===== src/rtl/linebuf_ctrl.sv =====
`timescale 1ns/1ps
// ---------------------------------------------------------------------------
// linebuf_ctrl
// FIFO-style controller for an external line-buffer RAM. It tracks the write
// and read pointers and the number of stored words, derives the full and
// empty flags, and drives the RAM address/enable/data lines. Read data comes
// back from the RAM combinationally and is registered onto rd_data with a
// one-cycle rd_valid pulse.
//
// Optional feature: define LINEBUF_CTRL_DROPCNT_EN to add the 8-bit
// saturating drop_cnt output (writes rejected because the buffer was full).
//
// Ports
//   clk        rising-edge clock
//   rst_n      asynchronous active-low reset
//   flush      synchronous clear request
//   wr_en      producer write request
//   wr_data    producer write word
//   rd_en      consumer read request
//   rd_data    registered read word
//   rd_valid   one-cycle pulse, rd_data carries a fresh word
//   full       buffer holds DEPTH words (also high while flushing)
//   empty      buffer holds no words (also high while flushing)
//   count      number of stored words
//   ram_we     RAM write enable
//   ram_waddr  RAM write address (the RAM stores at ram_waddr-1)
//   ram_raddr  RAM read address
//   ram_dq_i   RAM write data
//   ram_dq_o   RAM combinational read data
//   drop_cnt   rejected-write counter (LINEBUF_CTRL_DROPCNT_EN only)
// ---------------------------------------------------------------------------
module linebuf_ctrl #(
    parameter int WIDTH  = 1,
    parameter int DEPTH  = 1500,
    parameter int DEPBIT = 11
) (
    input  logic              clk,
    input  logic              rst_n,
    input  logic              flush,
    input  logic              wr_en,
    input  logic [WIDTH-1:0]  wr_data,
    input  logic              rd_en,
    output logic [WIDTH-1:0]  rd_data,
    output logic              rd_valid,
    output logic              full,
    output logic              empty,
    output logic [DEPBIT-1:0] count,
    output logic              ram_we,
    output logic [DEPBIT-1:0] ram_waddr,
    output logic [DEPBIT-1:0] ram_raddr,
    output logic [WIDTH-1:0]  ram_dq_i,
    input  logic [WIDTH-1:0]  ram_dq_o
`ifdef LINEBUF_CTRL_DROPCNT_EN
    ,
    output logic [7:0]        drop_cnt
`endif
);

    typedef enum logic [1:0] {
        EMPTY,
        RUN,
        FULL,
        FLUSH
    } state_t;

    localparam logic [DEPBIT-1:0] LAST_ADDR = DEPBIT'(DEPTH - 1);
    localparam logic [DEPBIT-1:0] MAX_COUNT = DEPBIT'(DEPTH);

    state_t            state;
    logic [DEPBIT-1:0] wptr;
    logic [DEPBIT-1:0] rptr;
    logic [DEPBIT-1:0] count_next;
    logic              wr_ok;
    logic              rd_ok;

    // DEPTH need not be a power of two, so wrap explicitly.
    function automatic logic [DEPBIT-1:0] advance(input logic [DEPBIT-1:0] p);
        return (p == LAST_ADDR) ? '0 : p + DEPBIT'(1);
    endfunction

    // FLUSH reports both flags high, which blocks every request for that cycle.
    assign full  = (state == FULL)  || (state == FLUSH);
    assign empty = (state == EMPTY) || (state == FLUSH);

    assign wr_ok = wr_en && !full;
    assign rd_ok = rd_en && !empty;

    // Gated by rst_n so no RAM write can slip out while reset is held.
    assign ram_we    = wr_ok && rst_n;
    assign ram_waddr = wptr + DEPBIT'(1);
    assign ram_raddr = rptr;
    assign ram_dq_i  = wr_data;

    always_comb begin
        count_next = count;
        if (wr_ok && !rd_ok) begin
            count_next = count + DEPBIT'(1);
        end else if (rd_ok && !wr_ok) begin
            count_next = count - DEPBIT'(1);
        end
    end

    // State follows the updated count; flush overrides everything and parks
    // the controller in FLUSH with cleared pointers for as long as it is held.
    always_ff @(posedge clk or negedge rst_n) begin
        if (!rst_n) begin
            state    <= EMPTY;
            wptr     <= '0;
            rptr     <= '0;
            count    <= '0;
            rd_data  <= '0;
            rd_valid <= 1'b0;
        end else if (flush) begin
            state    <= FLUSH;
            wptr     <= '0;
            rptr     <= '0;
            count    <= '0;
            rd_valid <= 1'b0;
        end else begin
            rd_valid <= rd_ok;
            if (rd_ok) begin
                rd_data <= ram_dq_o;
                rptr    <= advance(rptr);
            end
            if (wr_ok) begin
                wptr <= advance(wptr);
            end
            count <= count_next;
            if (count_next == '0) begin
                state <= EMPTY;
            end else if (count_next == MAX_COUNT) begin
                state <= FULL;
            end else begin
                state <= RUN;
            end
        end
    end

`ifdef LINEBUF_CTRL_DROPCNT_EN
    // Counts write attempts refused because the buffer was full; saturates.
    always_ff @(posedge clk or negedge rst_n) begin
        if (!rst_n) begin
            drop_cnt <= 8'd0;
        end else if (flush || state == FLUSH) begin
            drop_cnt <= 8'd0;
        end else if (wr_en && full && drop_cnt != 8'hFF) begin
            drop_cnt <= drop_cnt + 8'd1;
        end
    end
`endif

endmodule


===== config.mk =====
export PLATFORM = sky130hd
export DESIGN_NAME = linebuf_ctrl
export DESIGN_NICKNAME = d
export VERILOG_FILES = /design/src/rtl/linebuf_ctrl.sv
export SDC_FILE = /design/constraint.sdc
export NUM_CORES = 1
export LEC_CHECK = 0
export ABC_AREA = 1
export BUFFER_PORTS_ARGS = -buffer_cell sky130_fd_sc_hd__buf_2
export CAP_MARGIN = 20
export CORE_UTILIZATION = 55
export DETAILED_ROUTE_END_ITERATION = 10
export PLACE_DENSITY = 0.89
export SLEW_MARGIN = 20
export SYNTH_ARGS = -nofsm -noshare
export SYNTH_HDL_FRONTEND = slang
export SYNTH_SLANG_ARGS = --single-unit

===== constraint.sdc =====
create_clock -name clk -period 2.3 [get_ports clk]
set_clock_uncertainty 0.15 [all_clocks]
set_input_delay 0.23 -clock clk [delete_from_list [all_inputs] [get_ports clk]]
set_output_delay 0.23 -clock clk [all_outputs]
set_load 0.02 [all_outputs]

After elaboration in Yosys (flattened, before gate mapping)
Cells that the tools add are included.
W data, S select, Z words.
- flip-flop bits (word level): 37
- word-level logic and storage cells: 45
- input port bits: 7
- add/subtract/negate cells: 4
- eq/ne operators: 5
- bitwise operators: 1
- mux-type cells: 13
- reductions and logical operators: 16
- operators by type and width (kind ; number):
    $mux W11 ; 9
    $add A11 B1 Y11 const B ; 3
    $eq A11 B11 Y1 const B ; 3
    $logic_not A11 Y1 ; 1
    $sub A11 B1 Y11 const B ; 1
    $mux W2 ; 3
    $logic_and A1 B1 Y1 ; 5
    $eq A2 B2 Y1 const B ; 2
    $logic_not A1 Y1 ; 4
    $reduce_bool A2 Y1 ; 2
    $logic_not A2 Y1 ; 1
    $logic_or A1 B1 Y1 ; 2
    $reduce_and A2 Y1 ; 1
    $mux W1 ; 1
    $not A1 Y1 ; 1

Longest topological paths before layout
Gate-level depths: netlist of the first run.
- depth in word-level cells: 12
- gate-level depth with buffers: 15
- gate-level depth less buffers: 15

Worst setup path before layout of the first run
Ideal clock, no wire load.
- path kind: register to register
- from: register state[0]
- to: register state[0]
- setup slack: 0.259 ns
- arrival time: 1.772 ns
- library setup time: 0.118 ns
- path buffers: 0
- cell stages (with the launch flop): 15
- data required time: 2.032 ns
- cells stage by stage: dfrtp_1 > inv_1 > ha_1 > inv_1 > nand2_1 > a21oi_2 > nand2_1 > nand3_1 > nand2_1 > nor2_1 > nand2_1 > nor2_1 > nand2_1 > nand2_1 > nand2_1
- RTL lines (what ; line ; text):
    from (decl) ; 69 ; state_t state;
    from (signal assigned) ; 107 ; state <= EMPTY;
    from (signal assigned) ; 114 ; state <= FLUSH;
    from (signal assigned) ; 130 ; state <= EMPTY;
    $eq A2 B2 Y1 / $logic_not A2 Y1 (equally long branches) ; 83 ; assign empty = (state == EMPTY) || (state == FLUSH);
    $logic_or A1 B1 Y1 (*) ; 83 ;
    via empty ; 46 ; output logic empty,
    $logic_not A1 Y1 (*) ; 86 ; assign rd_ok = rd_en && !empty;
    $logic_and A1 B1 Y1 (*) ; 86 ;
    $logic_and A1 B1 Y1 / $logic_not A1 Y1 (equally long branches) ; 98, 96 ;
    $mux W11 / $logic_and A1 B1 Y1 (equally long branches) ; 98, 96 ;
    $mux W11 (*) ; 96 ; if (wr_ok && !rd_ok) begin
    $eq A11 B11 Y1 ; 131 ; end else if (count_next == MAX_COUNT) begin
    $mux W2 ; 131 ;
    $mux W2 (*) ; 129 ; if (count_next == '0) begin
    $mux W2 (*) ; 113 ; end else if (flush) begin
The timed path passes the listed nets; every way through them passes the cells marked *.
A chain may end at the register's enable or synchronous reset.

Final worst setup path of the first run
- from: register wptr[0]
- to: output ram_waddr[10]
- longest elaborated chain between the ends: 1
- RTL lines (what ; line ; text):
    from (decl) ; 70 ; logic [DEPBIT-1:0] wptr;
    from (signal assigned) ; 126 ; wptr <= advance(wptr);
    $add A11 B1 Y11 ; 90 ; assign ram_waddr = wptr + DEPBIT'(1);
    to (decl) ; 49 ; output logic [DEPBIT-1:0] ram_waddr,
Every way passes these cells.

==> summary.txt, run 1 <==
Status
  • Status: finished clean

Placement
  • Buffers added on ports: 43
  • Placed cell count: 426
  • DP Wirelength: 4117 um
  • DP Worst Slack: 0.1224 ns
  • RePlAce Congestion: 0.9356

Drt
  • Initial DRC count: 127
  • Routed length per instance: 13.08 um
  • Antenna viol nets, final: 0
  • Via/cell ratio: 5.421
  • Drt drc: 0
  • Drt total wl: 5744 um
  • DRT Pass-1 Iters: 4
  • DR vias: 2380

Final layout
  • Post-Layout Cell Count: 439
  • Final Net Count: 402
  • Most common cell after layout, fill and taps aside: nand2_1
  • Commonest non-fill, non-tap cells in the layout: nand2_1 (89), inv_1 (59), buf_2 (42), nor2_1 (41), dfrtp_1 (34)
  • Area grow syn2layout: 22.13%
  • Ant. Diodes: 0
  • Share of cells above drive strength 1: 20.82%

Min path
  • WHS Endpoint: rd_data
  • WHS Path Cells: 2
  • Hold Path Class: input pin to register
  • Hold path startpoint: ram_dq_o

Worst setup path
  • WP buf/inv: 2
  • R2r setup slk: 0.12 ns
  • CP startpoint kind: register
  • Worst setup EP type: primary output
  • Crit. path cell count: 8
  • Reg2reg start: state[0]
  • Slowest cell on the critical path: dfrtp_2
  • Worst Path Required: 1.92 ns
  • Critical R2R Capture: state[0]
  • Critical path type: register to primary output
  • Worst Path Max Fanout: 5
  • Worst Reg-to-Reg Cells: 14
  • Crit-path max cell delay: 0.43 ns
  • Crit path DAT: 1.85 ns
  • CP Cell Sequence: ha_4, nand2_4, nor3_4, nand2_2, nor3_2, xor2_1, inv_1, buf_6
  • CP top delay family: simple AND/OR/NAND/NOR gates

Global route
  • Initial antenna violation count: 0
  • Vias in the first global route: 2011
  • GRT Total Usage: 26.65%
  • Total gr overflow: 0
  • First-pass GRT wire length: 8797 um
  • Largest net degree at the start of global routing: 38

CTS
  • Clock buffer depth: 2
  • CTS tree: yes
  • CTS Sinks: 37
  • Clock root cell: clkbuf_8
  • CTS clk-pin slew, worst paths: 0.07 ns
  • Htree depth: 2
  • CTS Buf Count: 5
  • Worst-Skew Late Latency: 0.30 ns

STA
  • Pins Over Slew Limit: 0
  • Final worst slack: 0.06820 ns
  • Final Hold Violating Endpoints: 0
  • # setup viols final: 0
  • Fmax: 448.1 MHz
  • Worst relative slew slack: 59.66%
  • RSZ-0062 raised after global routing: yes
  • Final Hold Slack: 0.02500 ns
  • Period minus WS final: 2.232 ns
  • Worst Max-Slew Pin Slew: 0.6030 ns
  • Period utilization: 97.03%

Pwr
  • LEAKAGE: 1.606 nW
  • Power per cell area: 655.9 nW/um2
  • Max VDD drop: 0.4198 mV

Logic synthesis
  • Avg Inst Size Synth: 7.064 um2
  • Yosys warns: 0
  • Register area share after synthesis: 39.36%
  • Mapped Area: 2352 um2
  • Syn_nets: 346
  • Cells after Synth: 333
  • FFs w/ async S/R, synth: 100.0%
  • Synth Register Bits: 37
  • Distinct cells, synth: 28
  • EDFF count, synth: 0
  • Ys flop type: dfrtp_1

Job
  • Max-cap violations: 0

Floorplanning
  • DIE HEIGHT: 67.40 um
  • IO Pins: 46
  • Core area: 4058 um2
  • Rows: 23
  • Die width: 67.40 um
  • Initial Utilization: 57.97%
  • Die area: 4542 um2
==> state kept, by name, summed over array words and instances (netlist names) <==
name and cells:
ram_raddr 11, state 2, rd_valid 1, rd_data 1
wptr 11, count 11
==> power by group <==
part	leakage [nW]	switching, mW	internal [mW]	total, mW
clock	0.0540	0.233	0.315	0.548
sequential	0.496	0.0586	0.696	0.755
combinational	1.06	0.389	0.192	0.581
total	1.61	0.681	1.20	1.88
==> cell families after synthesis <==
logic type / synth area share (%)
flops: 39.36
fa+ha+maj: 3.191
xor+xnor: 2.606
mux: 0.4787
simple gates: 35.21
compound gates: 9.256
buf+inv: 9.893
==> layout make-up <==
type | instances | area, um2
multi-input cells | 236 | 1279
clock inverters | 2 | 35.03
well taps | 50 | 62.56
clock buffers | 5 | 68.82
fillers | 312 | 1185
repair buffers | 50 | 276.5
flip-flops and latches | 37 | 929.6
inverters | 59 | 221.5
==> through the flow <==
step / instance area (um2) / power (mW) / util (%) / setup TNS, ns
global route: 2873 / 1.982 / 70.80 / -0.07550
floorplan: 2352 / 1.146 / - / 0
global placement: 2634 / 1.291 / 64.91 / 0
CTS: 2768 / 1.855 / 68.21 / 0
finish: 2873 / 1.884 / 70.80 / 0
detailed placement: 2634 / 1.303 / 64.91 / 0
==> how the worst max path moves through the flow <==
| stage | start | end | slack [ns] |
|---|---|---|---|
| 6_report | wptr[0] | ram_waddr[10] | 0.07 |
| 5_1_grt | wptr[0] | ram_waddr[10] | -0.04 |
| 4_1_cts | wptr[0] | ram_waddr[10] | 0.02 |
| 3_5_place_dp | state[0] | state[0] | 0.12 |
| 3_3_place_gp | state[0] | state[0] | 0.16 |
| 2_1_floorplan | state[0] | state[0] | 0.26 |
==> per-layer routing <==
metal | track usage, % | vias to the layer above | share of wire, %
met5 | 0 | - | 0
met4 | 16.22 | 0 | 2.8
met3 | 4.392 | 19 | 5.6
met2 | 44.13 | 93 | 49
met1 | 32.30 | 1104 | 42
li1 | - | 1164 | -
==> cells in the mapped netlist, types with 2 or more instances <==
master / number / share of area [%]
nand4_1: 5 / 1.3
nand3_1: 30 / 6.4
nand3b_1: 2 / 0.64
nor3_1: 5 / 1.1
dfrtp_1: 37 / 39
nor2_1: 41 / 6.5
nor2_8: 2 / 1.7
a21oi_1: 6 / 1.3
inv_1: 59 / 9.4
nand2_1: 93 / 15
o22ai_1: 8 / 2.1
ha_1: 6 / 3.2
o21ai_0: 16 / 3.4
xor2_1: 7 / 2.6
nand2_2: 3 / 0.80
==> what timing repair did <==
action | in CTS | in global routing
hold buffers | 1 | 0
hold endpoints to repair | 37 | 0
cloned | 0 | 1
setup endpoints to repair | 2 | 4
setup buffers | 1 | 3
resized for setup | 3 | 17
pin swaps | 1 | 8
Note: power is estimated with default switching activity, not from simulation.
==> run 2: changes to the inputs <==
--- a/config.mk
+++ b/config.mk
@@ -8,6 +8,7 @@
 export ABC_AREA = 1
 export BUFFER_PORTS_ARGS = -buffer_cell sky130_fd_sc_hd__buf_2
 export CAP_MARGIN = 20
+export CORE_MARGIN = 3
 export CORE_UTILIZATION = 55
 export DETAILED_ROUTE_END_ITERATION = 10
 export PLACE_DENSITY = 0.89
==> summary.txt, run 2 (synthesized netlist as in run 1, its figures left out) <==
Floorplanning
  • DIE HEIGHT: 71.40 um
  • Initial Utilization: 57.97%
  • Rows: 23
  • Die width: 71.40 um
  • Die area: 5097 um2
  • IO Pins: 46
  • Core area: 4058 um2

CTS
  • CTS tree: yes
  • CTS clk-pin slew, worst paths: 0.08 ns
  • Clock buffer depth: 2
  • Worst-Skew Late Latency: 0.30 ns
  • CTS Sinks: 37
  • CTS Buf Count: 5
  • Htree depth: 2
  • Clock root cell: clkbuf_8

Worst setup path
  • CP Cell Sequence: buf_4, nand3_4, nor3_4, nand2_2, nor2_4, xor2_2, inv_1, buf_2
  • WP buf/inv: 3
  • Worst Path Required: 1.92 ns
  • CP startpoint kind: register
  • CP top delay family: simple AND/OR/NAND/NOR gates
  • Slowest cell on the critical path: dfrtp_1
  • Crit path DAT: 1.87 ns
  • Critical path type: register to primary output
  • Worst Reg-to-Reg Cells: 15
  • Worst Path Max Fanout: 3
  • Worst setup EP type: primary output
  • Crit. path cell count: 8
  • Crit-path max cell delay: 0.43 ns

Drt
  • Antenna viol nets, final: 0
  • DR vias: 2439
  • DRT Pass-1 Iters: 4
  • Drt drc: 0
  • Via/cell ratio: 5.396
  • Routed length per instance: 14.16 um
  • Drt total wl: 6402 um
  • Initial DRC count: 179

Status
  • Status: finished clean

Placement
  • DP Wirelength: 4176 um
  • Placed Area: 2634 um2
  • DP Worst Slack: 0.05454 ns
  • Buffers added on ports: 43
  • RePlAce Congestion: 0.9173

Final layout
  • Share of cells above drive strength 1: 23.38%
  • Final Net Count: 414
  • Final Cell Area: 2967 um2
  • Area grow syn2layout: 26.12%
  • Final core utilization: 73.11%
  • Commonest non-fill, non-tap cells in the layout: nand2_1 (89), inv_1 (59), buf_2 (42), nor2_1 (40), dfrtp_1 (37)
  • Ant. Diodes: 0
  • Fill cells: 292
  • Most common cell after layout, fill and taps aside: nand2_1

Global route
  • GRT Total Usage: 23.86%
  • Initial antenna violation count: 0
  • Vias in the first global route: 2222
  • Largest net degree at the start of global routing: 38
  • First-pass GRT wire length: 9811 um
  • Total gr overflow: 0

STA
  • Worst relative slew slack: 58.26%
  • # setup viols final: 0
  • Final Hold Slack: 0.01161 ns
  • Final worst slack: 0.04589 ns
  • Fmax: 443.6 MHz
  • Pins Over Slew Limit: 0
  • RSZ-0062 raised after global routing: yes
  • Worst Max-Slew Pin Slew: 0.6240 ns
  • Period utilization: 98.00%
  • Final Hold Violating Endpoints: 0
  • Period minus WS final: 2.254 ns

Pwr
  • Max VDD drop: 0.2960 mV
  • LEAKAGE: 1.673 nW
  • Power per cell area: 621.1 nW/um2
  • Overall Power: 1.843 mW

Min path
  • WHS Path Cells: 2
  • Hold Path Class: input pin to register

Job
  • Max-cap violations: 0
## run 2: worst reg2reg max path, delay by kind of cell (launching register included)
kind	cells	cell delay [ns]
buffers and inverters	4	0.37
adder cells (fa/ha/maj)	1	0.31
flip-flops	1	0.40
AND/OR/NAND/NOR	9	0.70
AO/OA/AOI/OAI	1	0.17
## run 2: path summary, 6_finish.rpt
path                          start           end  slack (ns)
max                         wptr[0]  ram_waddr[9]        0.05
min                        ram_dq_o       rd_data        0.01
max reg2reg                state[0]      state[0]        0.10
min reg2reg                 rd_data       rd_data        0.36
max in group asynchronous     rst_n     count[10]        1.29
min in group asynchronous     rst_n       wptr[1]        0.37
## run 2: per-stage QoR
stage	setup TNS, ns	cells
finish	0	452
global route	-0.2156	452
detailed placement	0	426
global placement	0	426
floorplan	0	333
CTS	0	441
## run 2: what timing repair did
action | in CTS | in global routing
endpoints found under the setup margin | 1 | 5
pin swaps | 2 | 6
gates resized for setup | 1 | 20
buffers inserted | 6 | 11
endpoints found under the hold margin | 37 | 0
hold buffers | 1 | 0
## run 2: report_power, final
part	internal, mW	switching [mW]
clock network	0.243	0.250
logic	0.205	0.392
registers	0.695	0.0572
total	1.14	0.699
## run 2: cell type report
cell class,count,area [um2],share of cell area [%]
Multi-Input combinational cell,235,1286,43.36
Inverter,59,221.5,7.465
Clock buffer,6,82.58,2.784
Timing Repair Buffer,63,374.1,12.61
Tap cell,50,62.56,2.109
Sequential cell,37,925.9,31.21
Clock inverter,2,13.76,0.4639
## run 2: metal layers
layer,vias to the layer above,GRT usage (%),share of wire (%),routed length (um)
met5,-,0,0,0
met4,0,11.90,2.9,186
met3,21,4.628,6.8,436
met2,99,39.18,50,3198
met1,1130,29.99,40,2580
li1,1189,-,-,-
